[src/rtl/mem_access_stage.sv]
// -----------------------------------------------------------------------------
// mem_access_stage
//
// Memory-access stage of a five-stage RISC-V pipeline. It sits directly behind
// the EX/MEM register, performs loads and stores against a variable-latency
// data memory through a req/ack handshake, resolves conditional branches, and
// registers its results into the MEM/WB pipeline register.
//
// Optional feature macro: MEMSTAGE_ALIGN_CHECK_EN
//   defined   : a memory op whose address is not 8-byte aligned is dropped in
//               IDLE (no request, no stall), MEM/WB gets a bubble and
//               misalignOut pulses for one cycle.
//   undefined : every access is issued unmodified and misalignOut stays 0.
//
// Ports
//   clk, reset                  clock, synchronous active-high reset
//   MemRead, MemWrite           memory op controls (both set = store)
//   memToReg, regWrite          write-back controls forwarded to MEM/WB
//   branch, zero                branch resolution inputs
//   WriteData [63:0]            store data
//   add2 [63:0]                 branch target
//   rd [4:0]                    destination register
//   AluResult [63:0]            effective address / ALU result
//   dmem_req/we/addr/wdata      registered memory request channel
//   dmem_ack, dmem_rdata        memory completion strobe and load data
//   stall                       combinational upstream hold
//   pcSrc, branchTarget         combinational branch-taken and target
//   memToRegOut, regWriteOut,
//   rdOut, AluResultOut,
//   ReadDataOut                 MEM/WB register outputs
//   misalignOut                 registered misaligned-access flag
// -----------------------------------------------------------------------------
module mem_access_stage (
    input  logic        clk,
    input  logic        reset,
    input  logic        MemRead,
    input  logic        MemWrite,
    input  logic        memToReg,
    input  logic        regWrite,
    input  logic        branch,
    input  logic        zero,
    input  logic [63:0] WriteData,
    input  logic [63:0] add2,
    input  logic [4:0]  rd,
    input  logic [63:0] AluResult,
    output logic        dmem_req,
    output logic        dmem_we,
    output logic [63:0] dmem_addr,
    output logic [63:0] dmem_wdata,
    input  logic        dmem_ack,
    input  logic [63:0] dmem_rdata,
    output logic        stall,
    output logic        pcSrc,
    output logic [63:0] branchTarget,
    output logic        memToRegOut,
    output logic        regWriteOut,
    output logic [4:0]  rdOut,
    output logic [63:0] AluResultOut,
    output logic [63:0] ReadDataOut,
    output logic        misalignOut
);

    typedef enum logic [1:0] {
        IDLE = 2'd0,
        REQ  = 2'd1,
        DONE = 2'd2
    } state_t;

    state_t      state_q, state_d;

    // memory request channel
    logic        req_q,   req_d;
    logic        we_q,    we_d;
    logic [63:0] addr_q,  addr_d;
    logic [63:0] wdata_q, wdata_d;
    // load data captured on ack, presented to MEM/WB in DONE
    logic [63:0] rdata_q, rdata_d;

    // MEM/WB pipeline register
    logic        mtr_q,   mtr_d;
    logic        rw_q,    rw_d;
    logic [4:0]  rd_q,    rd_d;
    logic [63:0] alu_q,   alu_d;
    logic [63:0] rdo_q,   rdo_d;
    logic        mis_q,   mis_d;

    logic        memop;
    logic        misaligned;

    assign memop = MemRead | MemWrite;

`ifdef MEMSTAGE_ALIGN_CHECK_EN
    assign misaligned = (AluResult[2:0] != 3'b000);
`else
    assign misaligned = 1'b0;
`endif

    // -------------------------------------------------------------------------
    // State register
    // -------------------------------------------------------------------------
    always_ff @(posedge clk) begin
        if (reset) begin
            state_q <= IDLE;
            req_q   <= 1'b0;
            we_q    <= 1'b0;
            addr_q  <= 64'd0;
            wdata_q <= 64'd0;
            rdata_q <= 64'd0;
            mtr_q   <= 1'b0;
            rw_q    <= 1'b0;
            rd_q    <= 5'd0;
            alu_q   <= 64'd0;
            rdo_q   <= 64'd0;
            mis_q   <= 1'b0;
        end else begin
            state_q <= state_d;
            req_q   <= req_d;
            we_q    <= we_d;
            addr_q  <= addr_d;
            wdata_q <= wdata_d;
            rdata_q <= rdata_d;
            mtr_q   <= mtr_d;
            rw_q    <= rw_d;
            rd_q    <= rd_d;
            alu_q   <= alu_d;
            rdo_q   <= rdo_d;
            mis_q   <= mis_d;
        end
    end

    // -------------------------------------------------------------------------
    // Next-state and combinational outputs
    // -------------------------------------------------------------------------
    always_comb begin
        // Request channel holds its value unless explicitly changed; MEM/WB
        // defaults to a bubble so every waiting cycle injects one.
        state_d = state_q;
        req_d   = req_q;
        we_d    = we_q;
        addr_d  = addr_q;
        wdata_d = wdata_q;
        rdata_d = rdata_q;
        mtr_d   = 1'b0;
        rw_d    = 1'b0;
        rd_d    = 5'd0;
        alu_d   = 64'd0;
        rdo_d   = 64'd0;
        mis_d   = 1'b0;
        stall   = 1'b0;
        pcSrc   = 1'b0;

        case (state_q)
            IDLE: begin
                if (memop && !misaligned) begin
                    stall   = 1'b1;
                    addr_d  = AluResult;
                    wdata_d = WriteData;
                    // MemRead together with MemWrite is treated as a store
                    we_d    = MemWrite;
                    req_d   = 1'b1;
                    state_d = REQ;
                end else if (memop) begin
                    // dropped misaligned access: bubble plus one-cycle flag
                    mis_d = 1'b1;
                end else begin
                    mtr_d = memToReg;
                    rw_d  = regWrite;
                    rd_d  = rd;
                    alu_d = AluResult;
                    pcSrc = branch & zero;
                end
            end

            REQ: begin
                stall = 1'b1;
                if (dmem_ack) begin
                    rdata_d = we_q ? 64'd0 : dmem_rdata;
                    req_d   = 1'b0;
                    state_d = DONE;
                end
            end

            DONE: begin
                // EX/MEM was held while stalled, so its fields still describe
                // the instruction that just completed.
                mtr_d   = memToReg;
                rw_d    = regWrite;
                rd_d    = rd;
                alu_d   = AluResult;
                rdo_d   = rdata_q;
                state_d = IDLE;
            end

            default: begin
                state_d = IDLE;
            end
        endcase

        // The register clears on a reset edge; keep upstream free-running and
        // suppress branch redirects while reset is held.
        if (reset) begin
            stall = 1'b0;
            pcSrc = 1'b0;
        end
    end

    assign dmem_req     = req_q;
    assign dmem_we      = we_q;
    assign dmem_addr    = addr_q;
    assign dmem_wdata   = wdata_q;
    assign branchTarget = add2;
    assign memToRegOut  = mtr_q;
    assign regWriteOut  = rw_q;
    assign rdOut        = rd_q;
    assign AluResultOut = alu_q;
    assign ReadDataOut  = rdo_q;
    assign misalignOut  = mis_q;

endmodule

[config.mk]
export PLATFORM = sky130hd
export DESIGN_NAME = mem_access_stage
export DESIGN_NICKNAME = d
export VERILOG_FILES = /design/src/rtl/mem_access_stage.sv
export SDC_FILE = /design/constraint.sdc
export NUM_CORES = 1
export LEC_CHECK = 0
export BUFFER_PORTS_ARGS = -buffer_cell sky130_fd_sc_hd__buf_2
export CORE_AREA = 2 2 231 233
export CTS_CLUSTER_SIZE = 20
export DETAILED_ROUTE_END_ITERATION = 12
export DIE_AREA = 0 0 233 235
export PLACE_DENSITY = 0.5
export SYNTH_ARGS = -nofsm -noshare
export SYNTH_HDL_FRONTEND = slang
export SYNTH_SLANG_ARGS = --single-unit
[constraint.sdc]
create_clock -name clk -period 1.41 [get_ports clk]
set_clock_uncertainty 0.1 [all_clocks]
set_input_delay 0 -clock clk [delete_from_list [all_inputs] [get_ports clk]]
set_output_delay 0 -clock clk [all_outputs]
set_load 0.005 [all_outputs]
# ---- After elaboration in Yosys (flattened, before gate mapping)
# Index checks and enable logic that the tools add are counted.
dict set report op_classes {
  n_eq_ne 4
  reduce_logical 7
  bitwise_logic 3
  n_mux 21
}
# operator n
set op_table {}
lappend op_table {{$mux W64} 2}
lappend op_table {{$pmux W64 S2} 1}
lappend op_table {{$pmux W5 S2} 1}
lappend op_table {{$mux W1} 9}
lappend op_table {{$pmux W1 S2} 4}
lappend op_table {{$reduce_and A2 Y1} 3}
lappend op_table {{$mux W5} 1}
lappend op_table {{$mux W2} 2}
lappend op_table {{$ne A2 B2 Y1 const B} 2}
lappend op_table {{$pmux W2 S2} 1}
lappend op_table {{$reduce_and A3 Y1} 1}
lappend op_table {{$eq A2 B1 Y1 const B} 1}
lappend op_table {{$eq A2 B2 Y1 const B} 1}
lappend op_table {{$logic_not A2 Y1} 1}
lappend op_table {{$reduce_bool A2 Y1} 1}
lappend op_table {{$reduce_or A2 Y1} 1}
lappend op_table {{$and A1 B1 Y1} 1}
lappend op_table {{$not A1 Y1} 1}
lappend op_table {{$or A1 B1 Y1} 1}
dict set report totals {
  reg_bits 331
  inputBits 270
}

# ---- Logic depth before layout (Yosys ltp)
# Gate-level depths: netlist of run 1.
dict set report depth {
  ltp_word 4
  mapped_depth 5
  mapped_depth_nobuf 3
}

# ---- Least setup slack after synthesis of run 1
# OpenSTA, ideal clock, no wires.
dict set report synth_path {
  path_type {reg2reg}
  start {reg state_q[1]}
  end {reg addr_q[14] (netlist: dmem_addr[14])}
  period_less_slack_ns 1.280
  required_time_ns 1.238
  stages_incl_launch_ff 5
  path_buffers 2
  arrival_ns 1.109
  path_slack_ns 0.130
  path_cell_list {dfxtp_1 nor3_2 buf_4 buf_4 mux2i_1}
}
dict set report synth_between {
  elab_chain_cells 2
}
# item line_no
set synth_lines {}
lappend synth_lines {{from (decl)} 69} ;# state_t state_q, state_d;
lappend synth_lines {{from (signal assigned)} 116} ;# state_q <= state_d;
lappend synth_lines {{$logic_not A2 Y1} 152} ;# case (state_q)
lappend synth_lines {{$reduce_and A2 Y1 (no line)} -}
lappend synth_lines {{to (signal assigned)} 119} ;# addr_q <= addr_d;
lappend synth_lines {{to (decl)} 74} ;# logic [63:0] addr_q, addr_d;
# Every way passes these cells.
# A chain may end at the register's enable or synchronous reset.

# ---- Worst setup path after layout of run 1
dict set report layout_path {
  start {reg state_q[1]}
  end {reg rdata_q[21]}
}
dict set report layout_between {
  elab_chain_cells 2
}
# item line_no
set layout_lines {}
lappend layout_lines {{$eq A2 B1 Y1} 152}
lappend layout_lines {{$reduce_and A2 Y1 (no line)} -}
lappend layout_lines {{to (signal assigned)} 121} ;# rdata_q <= rdata_d;
lappend layout_lines {{to (decl)} 77} ;# logic [63:0] rdata_q, rdata_d;
# Every way passes these cells.

==> flow_metrics.env, run 1 <==
export IMPL_core_area_mm2=0.0522
export IMPL_rows=84
export IMPL_grt_pass1_vias=10800
export IMPL_synth_largest_area_cell="dfxtp_1"
export IMPL_p_seq_share_pct=41.8
export IMPL_syn_area_per_cell_um2=10.2
export IMPL_p_sw_uw=5690
export IMPL_antennaDiodeCount=0
export IMPL_routedWlPerCell_um=15.4
export IMPL_vias=10700
export IMPL_share_comb_of_total_power_pct=13.7
export IMPL_fmax_mhz=648
export IMPL_hold_violations=3
export IMPL_p_sw_share_pct=23.7
export IMPL_ys_seq_elements=331
export IMPL_grt_max_degree=119
export IMPL_min_period_ps=1540
export IMPL_cp_slowest_stage_delay_ps=360
export IMPL_final_layout_size_suffix_gt1_share_pct=31.0
export IMPL_ys_types=20
export IMPL_crit_required_ps=1770
export IMPL_violations="negative hold slack, negative setup slack"
export IMPL_firstDrtPassIters=4
export IMPL_yosysMostFrequentCell="dfxtp_1"
export IMPL_slew_violations=0
export IMPL_ys_top_cells_by_count="dfxtp_1, nand2b_1, mux2i_1"
export IMPL_io_buffers=472
export IMPL_drc=0
export IMPL_drt_iter0_drc=393
export IMPL_grt_usage_pct=13.5
export IMPL_cp_slowest_cell="dfxtp_4"
export IMPL_power_density_mw_per_mm2=1220
export IMPL_via_per_inst=4.08
export IMPL_ir_drop_uv=858
export IMPL_seq_area_mm2=0.00663
export IMPL_floorplan_initialDensity_pct=23.8
export IMPL_hold_class="input port to flip-flop"
export IMPL_endpoint_kind="flip-flop"
export IMPL_p_leak_uw=0.00918
export IMPL_root_buffer="clkbuf_16"
export IMPL_place_gp_congestion=0.766
export IMPL_multiInputGateArea_mm2=0.00494
export IMPL_holdWs_ps=-331
export IMPL_crit_chain="buf_4 > and3b_4 > buf_12 > clkbuf_16 > nand3b_1 > a21oi_1"
export IMPL_syn_to_final_growth_pct=58.8
export IMPL_worst_path_max_fanout=6
export IMPL_grt_overflow=0
export IMPL_maxCapViolCount=0
export IMPL_die_width_um=233
export IMPL_fin_crit_sh_pct=109
export IMPL_synth_ff_type="dfxtp_1"
export IMPL_hpwl_um=25600
export IMPL_die_h_um=235
export IMPL_netlist_area_leader_share_pct=53.3
export IMPL_status="complete, but fails checks"
export IMPL_synth_warnings=0
export IMPL_synthCells=1220
export IMPL_ctsHtreeMaxLevel=2
export IMPL_clock_sinks=331
export IMPL_maxSlewHeadroom_pct=38.3
export IMPL_critPathKind="flip-flop to flip-flop"
export IMPL_synthesis_nets=1490
export IMPL_clkTransAtPathRegs_ps=60
export IMPL_synth_seq_area_share_pct=53.3
export IMPL_insertion_delay_ps=530
export IMPL_p_clk_share_pct=44.5
export IMPL_boundaryPins=602
export IMPL_post_dp_cell_area_mm2=0.0152
export IMPL_critical_path_arrival_ps=1910
export IMPL_cts_tree="done"
export IMPL_post_route_util_pct=37.8
export IMPL_wl_um=40400
export IMPL_synth_edff_count=0
export IMPL_grt_pass1_wl_um=59200
export IMPL_async_flop_share_pct=0
export IMPL_critical_path_startpoint_type="flip-flop"
export IMPL_setup_viol=240
export IMPL_p_int_uw=18400
export IMPL_cts_buffers=39
export IMPL_worst_slack_ps=-134
export IMPL_die_area_mm2=0.0548
export IMPL_clk_path_buf_depth=3
export IMPL_rsz0062_at_grt="yes"
export IMPL_syn_cell_area_mm2=0.0124
export IMPL_antenna_found_initial=2
export IMPL_ctsHoldBuffers=283
export IMPL_yosys_top_cells_area="dfxtp_1, nand2b_1, mux2i_1"
export IMPL_tightest_slew_ps=923
export IMPL_postRouteAntennaNets=0
export IMPL_nFillCells=5098
export IMPL_fin_nets=2179
export IMPL_final_area_mm2=0.0197
metrics by stage:
step                      hold slack, ps  total power, µW  instances  setup WS, ps  setup TNS [ps]
after CTS                           -375            24300       2617          -144          -15660
after detailed placement            -100            12800       2260         -37.1            -997
after floorplan                    -23.0            11700       1220           130               0
after global routing                -349            25100       2626          -195          -29330
final                               -331            24100       2626          -134          -12680
after global placement              -100            12700       2260         -8.84           -24.1
layer usage:
metal,GRT usage (%),vias up,share of wire (%)
met5,0,-,0.084
met2,23.1,437,49
met3,4.66,81,8.4
met4,4.81,6,2.9
met1,15.6,4924,40
li1,-,5276,-
worst max-delay path: cells and delay by family (launching register included):
family          cells  cell delay [ps]
compound gates      1              130
flops               1              360
buf+inv             3              440
simple gates        2              430
cells in the final DEF (no fill, tap or decap), drive strengths merged, types with 4 or more instances in the layout:
| cell | count |
|---|---|
| a21oi | 66 |
| and2 | 71 |
| and3 | 64 |
| buf | 517 |
| bufinv | 5 |
| clkbuf | 60 |
| clkinv | 9 |
| dfxtp | 331 |
| dlygate4sd3 | 283 |
| mux2i | 128 |
| nand2 | 68 |
| nand2b | 256 |
| nand3b | 65 |
| nor2 | 4 |
| nor3 | 4 |
path summary, 6_finish.rpt:
kind	startpoint	to	slack [ps]	cells after the start
max	state_q[1]	rdata_q[21]	-130	6
min	MemWrite	dmem_we	-330	3
max reg2reg	state_q[1]	rdata_q[21]	-130	6
min reg2reg	rdata_q[57]	rdata_q[57]	350	2
logic make-up (layout without fill, tap and decap cells):
logic type	count (synthesis)	after routing	share of synthesized area, %
AO/OA/AOI/OAI	70	70	2.90
buffers and inverters	157	875	7.37
flip-flops	331	331	53.3
multiplexers	128	128	10.3
other	1	1	0.0302
AND/OR/NAND/NOR	533	533	26.1
state kept, by name, indices dropped and copies added, names as in the netlist:
| signal | flops |
|---|---|
| AluResultOut | 64 |
| ReadDataOut | 64 |
| memToRegOut | 1 |
| dmem_wdata | 64 |
| rdOut | 5 |
| rdata_q | 64 |
| regWriteOut | 1 |
| dmem_addr | 64 |
| state_q | 2 |
| dmem_req | 1 |
| dmem_we | 1 |
power groups by stage:
stage | Clock (µW) | Combinational [µW] | Sequential (µW)
after floorplan | 0 | 1380 | 10300
after global placement | 0 | 2500 | 10300
after detailed placement | 0 | 2510 | 10300
after CTS | 11000 | 3200 | 10100
after global routing | 11400 | 3570 | 10100
final | 10700 | 3290 | 10100
layout make-up:
cell class	count	area share, %
clock buffers	55	5.92
clock inverters	15	1.03
multi-input cells	732	25.1
flip-flops and latches	331	33.6
well taps	688	4.36
repair buffers	805	30.0
what timing repair did:
item / in CTS / in global routing
resized for setup: 15 / 10
pin swaps: 38 / 10
setup endpoints to repair: 101 / 329
buffers inserted: 4 / 2
cloned: 0 / 7
endpoints found under the hold margin: 331 / 3
No activity file was read; power rests on OpenSTA's default activity.
==> run 2, diff against run 1 <==
ABC_AREA = 1   (was unset)
CORE_AREA = 2 2 236 238   (was 2 2 231 233)
DIE_AREA = 0 0 238 240   (was 0 0 233 235)
GPL_TIMING_DRIVEN = 0   (was unset)
PLACE_DENSITY = 0.48   (was 0.5)
==> run 2 against run 1 <==
Maximum frequency fell by 1.9%. Flip-flop and latch count did not move. Core utilization fell by 0.27 points. Critical path type is now flip-flop to output pin. The flow finishes with violations (negative setup slack).
==> flow_metrics.env, run 2 <==
export IMPL_die_area_mm2=0.0571
export IMPL_maxSlewHeadroom_pct=61.4
export IMPL_final_cell_mix="buf_2, nor2_1, dfxtp_1, nand2_1, dlygate4sd3_1"
export IMPL_hold_violations=0
export IMPL_critical_path_startpoint_type="flip-flop"
export IMPL_yosys_top_cells_area="dfxtp_1, nor2_1, nand2_1"
export IMPL_r2r_slack_ps=-140
export IMPL_hold_path_cell_count=6
export IMPL_ys_seq_elements=331
export IMPL_vias=12800
export IMPL_grt_pass1_wl_um=69600
export IMPL_clock_sinks=331
export IMPL_synthesis_nets=1893
export IMPL_syn_to_final_growth_pct=67.6
export IMPL_async_flop_share_pct=0
export IMPL_grt_overflow=0
export IMPL_worst_r2r_endpoint="dmem_wdata[46]"
export IMPL_routedWlPerCell_um=15.6
export IMPL_boundaryPins=602
export IMPL_p_int_uw=18500
export IMPL_fmax_mhz=636
export IMPL_synth_compound_area_share_pct=0.184
export IMPL_syn_area_per_cell_um2=7.54
export IMPL_p_total_uw=25200
export IMPL_grt_pass1_vias=12600
export IMPL_r2r_start="state_q[1]"
export IMPL_tightest_slew_ps=579
export IMPL_yosysMostFrequentCell="nor2_1"
export IMPL_fin_nets=2717
export IMPL_rows=86
export IMPL_endpoint_kind="output pin"
export IMPL_power_density_mw_per_mm2=1230
export IMPL_ctsHtreeMaxLevel=2
export IMPL_fin_crit_sh_pct=112
export IMPL_synth_warnings=0
export IMPL_antenna_found_initial=3
export IMPL_dp_cells=2863
export IMPL_synth_largest_area_cell="dfxtp_1"
export IMPL_floorplan_initialDensity_pct=22.4
export IMPL_synth_seq_area_share_pct=54.2
export IMPL_clk_path_buf_depth=3
export IMPL_clkTransAtPathRegs_ps=60
export IMPL_hold_class="input port to flip-flop"
export IMPL_root_buffer="clkbuf_16"
export IMPL_crit_required_ps=1310
export IMPL_final_cells=3185
export IMPL_post_route_util_pct=37.5
export IMPL_maxCapViolCount=0
export IMPL_via_per_inst=4.02
export IMPL_cts_buffers=40
export IMPL_ir_drop_uv=742
export IMPL_worst_slack_ps=-163
export IMPL_syn_cell_area_mm2=0.0122
export IMPL_crit_start="state_q[1]"
export IMPL_critical_path_arrival_ps=1470
export IMPL_wl_um=49800
export IMPL_share_comb_of_total_power_pct=18.5
export IMPL_p_seq_share_pct=40.6
export IMPL_die_h_um=240
export IMPL_final_layout_size_suffix_gt1_share_pct=33.0
export IMPL_drt_iter0_drc=481
export IMPL_firstDrtPassIters=5
export IMPL_synth_edff_count=0
export IMPL_p_clk_share_pct=40.9
export IMPL_p_leak_uw=0.0108
export IMPL_hp_start="MemWrite"
export IMPL_die_width_um=238
export IMPL_grt_max_degree=20
export IMPL_cts_tree="done"
export IMPL_setup_viol=149
export IMPL_critPathKind="flip-flop to output pin"
export IMPL_r2r_cells=9
export IMPL_synth_top_family_by_area="simple AND/OR/NAND/NOR gates"
export IMPL_p_sw_uw=6750
export IMPL_place_gp_congestion=0.858
export IMPL_holdPathEnd="dmem_we"
export IMPL_holdWs_ps=57.1
export IMPL_ys_top_cells_by_count="nor2_1, dfxtp_1, nand2_1"
export IMPL_slew_violations=0
export IMPL_final_common_cell="buf_2"
export IMPL_p_sw_share_pct=26.7
export IMPL_postRouteAntennaNets=0
export IMPL_violations="negative setup slack"
export IMPL_grt_usage_pct=15.9
export IMPL_insertion_delay_ps=540
export IMPL_synthXorXnorAreaFrac_pct=0
export IMPL_core_area_mm2=0.0547
export IMPL_synthAdderAreaFrac_pct=0
export IMPL_worst_path_max_fanout=4
export IMPL_yosys_area_share_simple_pct=31.6
export IMPL_synth_ff_type="dfxtp_1"
export IMPL_synthCells=1623
export IMPL_ys_types=15
export IMPL_dpl_worst_slack_ps=-1010
export IMPL_drc=0
export IMPL_netlist_area_leader_share_pct=54.2
export IMPL_nFillCells=5715
export IMPL_rsz0062_at_grt="yes"
export IMPL_muxShareOfSynthArea_pct=0
export IMPL_min_period_ps=1570
export IMPL_hpwl_um=35400
export IMPL_status="complete, but fails checks"
export IMPL_io_buffers=536
run 2: worst max path at each step:
stage / to / slack, ps / cells after the start
3_5_place_dp: AluResultOut[15] / -1010 / 5
3_3_place_gp: AluResultOut[15] / -980 / 5
4_1_cts: stall / -220 / 5
5_1_grt: stall / -270 / 5
6_report: stall / -160 / 5
2_1_floorplan: dmem_wdata[10] / 180 / 6
run 2: what timing repair did:
action,4_1_cts,5_1_grt
pin swaps,3,19
cloned,7,18
resized for setup,110,86
buffers inserted,15,12
hold buffers,203,1
endpoints found under the hold margin,270,1
setup endpoints to repair,322,317
run 2: stage by stage:
step / setup TNS [ps] / area, µm²
finish: -9470 / 20500
global placement: -150410 / 15800
CTS: -15520 / 19800
global route: -25230 / 20500
detailed placement: -163350 / 15800
floorplan: 0 / 12200
run 2: power by group through the flow:
stage | Clock (µW) | Sequential (µW) | Combinational (µW)
after floorplan | 0 | 10500 | 1630
after global placement | 0 | 10400 | 3240
after detailed placement | 0 | 10400 | 3270
after CTS | 10600 | 10200 | 4240
after global routing | 11000 | 10300 | 5120
final | 10300 | 10200 | 4670
run 2: routing by layer:
metal  part of all wire [%]  vias to the layer above  GRT usage [%]
li1                       -                     6433              -
met1                     41                     5813           17.9
met2                     49                      463           28.4
met3                    7.1                       79           4.52
met4                    3.2                        4           5.78
met5                  0.028                        -              0
run 2: worst max-delay path, cell delays in order (launching register included):
cell and delay (ps):
dfxtp_4 370, nor2_4 120, buf_6 120, nand2_8 60
a21oi_2 130, buf_2 140
run 2: cell type report:
type	instances	area, µm²	area share (%)
clock buffer	55	1150	5.60
buffer	158	1310	6.39
tap	704	881	4.30
clock inverter	18	174	0.849
sequential	331	6640	32.4
inverter	204	768	3.75
multi-input combinational	926	4010	19.6
antenna	3	7.51	0.0366
timing repair buffer	786	5560	27.1
run 2: cell families (layout without fill, tap and decap cells):
logic type / after synthesis / count (layout)
simple gates: 921 / 921
buf+inv: 366 / 1221
flops: 331 / 331
compound gates: 4 / 4
other cells: 1 / 4
==> run 3, diff against run 2 <==
CORE_AREA = 2 2 232 234   (was 2 2 236 238)
DIE_AREA = 0 0 234 236   (was 0 0 238 240)
PLACE_DENSITY = 0.49   (was 0.48)
SLEW_MARGIN = 15   (was unset)
==> run 3 against run 2 <==
The flow finishes with violations (negative hold slack, negative setup slack). Cell area increased by 3.9%. Hold slack got worse by 420 ps. Total power fell by 0.91%. Largest power group is now registers.
==> flow_metrics.env, run 3 (synthesis results as in run 2) <==
export IMPL_ctsHtreeMaxLevel=2
export IMPL_syn_to_final_growth_pct=74.1
export IMPL_drc=0
export IMPL_hold_violations=1
export IMPL_grt_overflow=0
export IMPL_firstDrtPassIters=5
export IMPL_dp_cells=2855
export IMPL_drt_iter0_drc=423
export IMPL_routedWlPerCell_um=15.9
export IMPL_status="complete, but fails checks"
export IMPL_fin_crit_sh_pct=116
export IMPL_vias=12900
export IMPL_grt_usage_pct=16.5
export IMPL_p_sw_share_pct=27.1
export IMPL_clk_path_buf_depth=3
export IMPL_floorplan_initialDensity_pct=23.0
export IMPL_io_buffers=536
export IMPL_p_sw_uw=6780
export IMPL_tns_ps=-25230
export IMPL_die_area_mm2=0.0552
export IMPL_fmax_mhz=613
export IMPL_via_per_inst=4.05
export IMPL_clock_sinks=331
export IMPL_ctsHoldBuffers=201
export IMPL_final_cells=3191
export IMPL_maxCapViolCount=0
export IMPL_final_layout_size_suffix_gt1_share_pct=36.7
export IMPL_critical_path_arrival_ps=1530
export IMPL_crit_required_ps=1310
export IMPL_tightest_slew_ps=509
export IMPL_dpl_worst_slack_ps=-1250
export IMPL_p_leak_uw=0.0110
export IMPL_p_int_uw=18200
export IMPL_antenna_found_initial=2
export IMPL_root_buffer="clkbuf_16"
export IMPL_violations="negative hold slack, negative setup slack"
export IMPL_multiInputGateArea_mm2=0.00445
export IMPL_share_comb_of_total_power_pct=19.5
export IMPL_slew_violations=0
export IMPL_critical_path_startpoint_type="flip-flop"
export IMPL_worst_slack_ps=-221
export IMPL_power_density_mw_per_mm2=1170
export IMPL_insertion_delay_ps=560
export IMPL_final_cell_mix="buf_2, nor2_1, dfxtp_1, nand2_1"
export IMPL_die_h_um=236
export IMPL_p_total_uw=25000
export IMPL_boundaryPins=602
export IMPL_setup_viol=264
export IMPL_rsz0062_at_grt="yes"
export IMPL_die_width_um=234
export IMPL_critPathKind="flip-flop to output pin"
export IMPL_p_seq_share_pct=40.9
export IMPL_place_gp_congestion=0.890
export IMPL_seq_area_mm2=0.00663
export IMPL_endpoint_kind="output pin"
export IMPL_hpwl_um=35400
export IMPL_core_area_mm2=0.0531
export IMPL_hold_class="input port to flip-flop"
export IMPL_fin_nets=2734
export IMPL_cts_buffers=39
export IMPL_grt_max_degree=20
export IMPL_holdWs_ps=-362
export IMPL_postRouteAntennaNets=0
export IMPL_p_clk_share_pct=39.6
export IMPL_final_common_cell="buf_2"
export IMPL_ir_drop_uv=670
export IMPL_cts_tree="done"
export IMPL_wl_um=50700
export IMPL_worst_path_max_fanout=4
export IMPL_rows=85
export IMPL_maxSlewHeadroom_pct=66.1
export IMPL_grt_pass1_vias=12500
export IMPL_grt_pass1_wl_um=69600
export IMPL_nFillCells=5382
export IMPL_min_period_ps=1630
export IMPL_clkTransAtPathRegs_ps=70
==> run 3: changes by cell type in the layout (fill, tap and decap cells not counted), sizes merged, moves of 2 or more <==
cell	previous run	this run
clkbuf	92	98
bufbuf	0	2
buf	703	717
inv	207	205
dlygate4sd3	204	201
==> run 3: area by class of cell <==
cell class	instances	share of cell area (%)
Sequential cell	331	31.1
Timing Repair Buffer	802	27.7
Multi-Input combinational cell	927	20.9
Buffer	159	6.69
Clock buffer	57	5.28
Tap cell	696	4.09
Inverter	204	3.60
Clock inverter	13	0.582
Antenna cell	2	0.0235
==> run 3: power by group through the flow <==
stage / clock (µW) / sequential (µW) / combinational, µW
floorplan: 0 / 10500 / 1630
global placement: 0 / 10400 / 3260
detailed placement: 0 / 10400 / 3280
CTS: 10200 / 10200 / 4110
global route: 10600 / 10300 / 5330
finish: 9900 / 10200 / 4880
==> run 3: what timing repair did <==
action | CTS | global route
endpoints found under the setup margin | 324 | 325
gates resized for setup | 91 | 262
hold endpoints to repair | 271 | 1
pin swaps | 1 | 10
gates cloned | 4 | 26
buffers inserted | 8 | 28
==> run 3: through the flow <==
| step | util, % | instance area [µm²] |
|---|---|---|
| global route | 40.1 | 21300 |
| floorplan | - | 12200 |
| finish | 40.1 | 21300 |
| global placement | 29.7 | 15800 |
| CTS | 36.8 | 19500 |
| detailed placement | 29.7 | 15800 |
==> run 3: worst paths after layout <==
check,start,to,slack (ps),cells after the start
worst min register to register,rdata_q[55],ReadDataOut[55],300,2
worst max register to register,state_q[1],dmem_wdata[44],-190,8
worst min-delay path,MemWrite,dmem_we,-360,3
worst max-delay path,state_q[1],stall,-220,5
==> run 3: layer usage <==
layer	track usage (%)	vias up	part of all wire, %
met5	0	-	0.022
met4	5.54	2	2.6
met3	4.57	77	6.9
met2	29.5	472	50
met1	18.8	5922	41
li1	-	6458	-
==> run 3: worst max-delay path: stages, from the launching register on <==
cell and delay [ps]:
dfxtp_4 360, nor2_4 130, buf_12 120, nand2_8 60
a21oi_2 160, buf_4 130
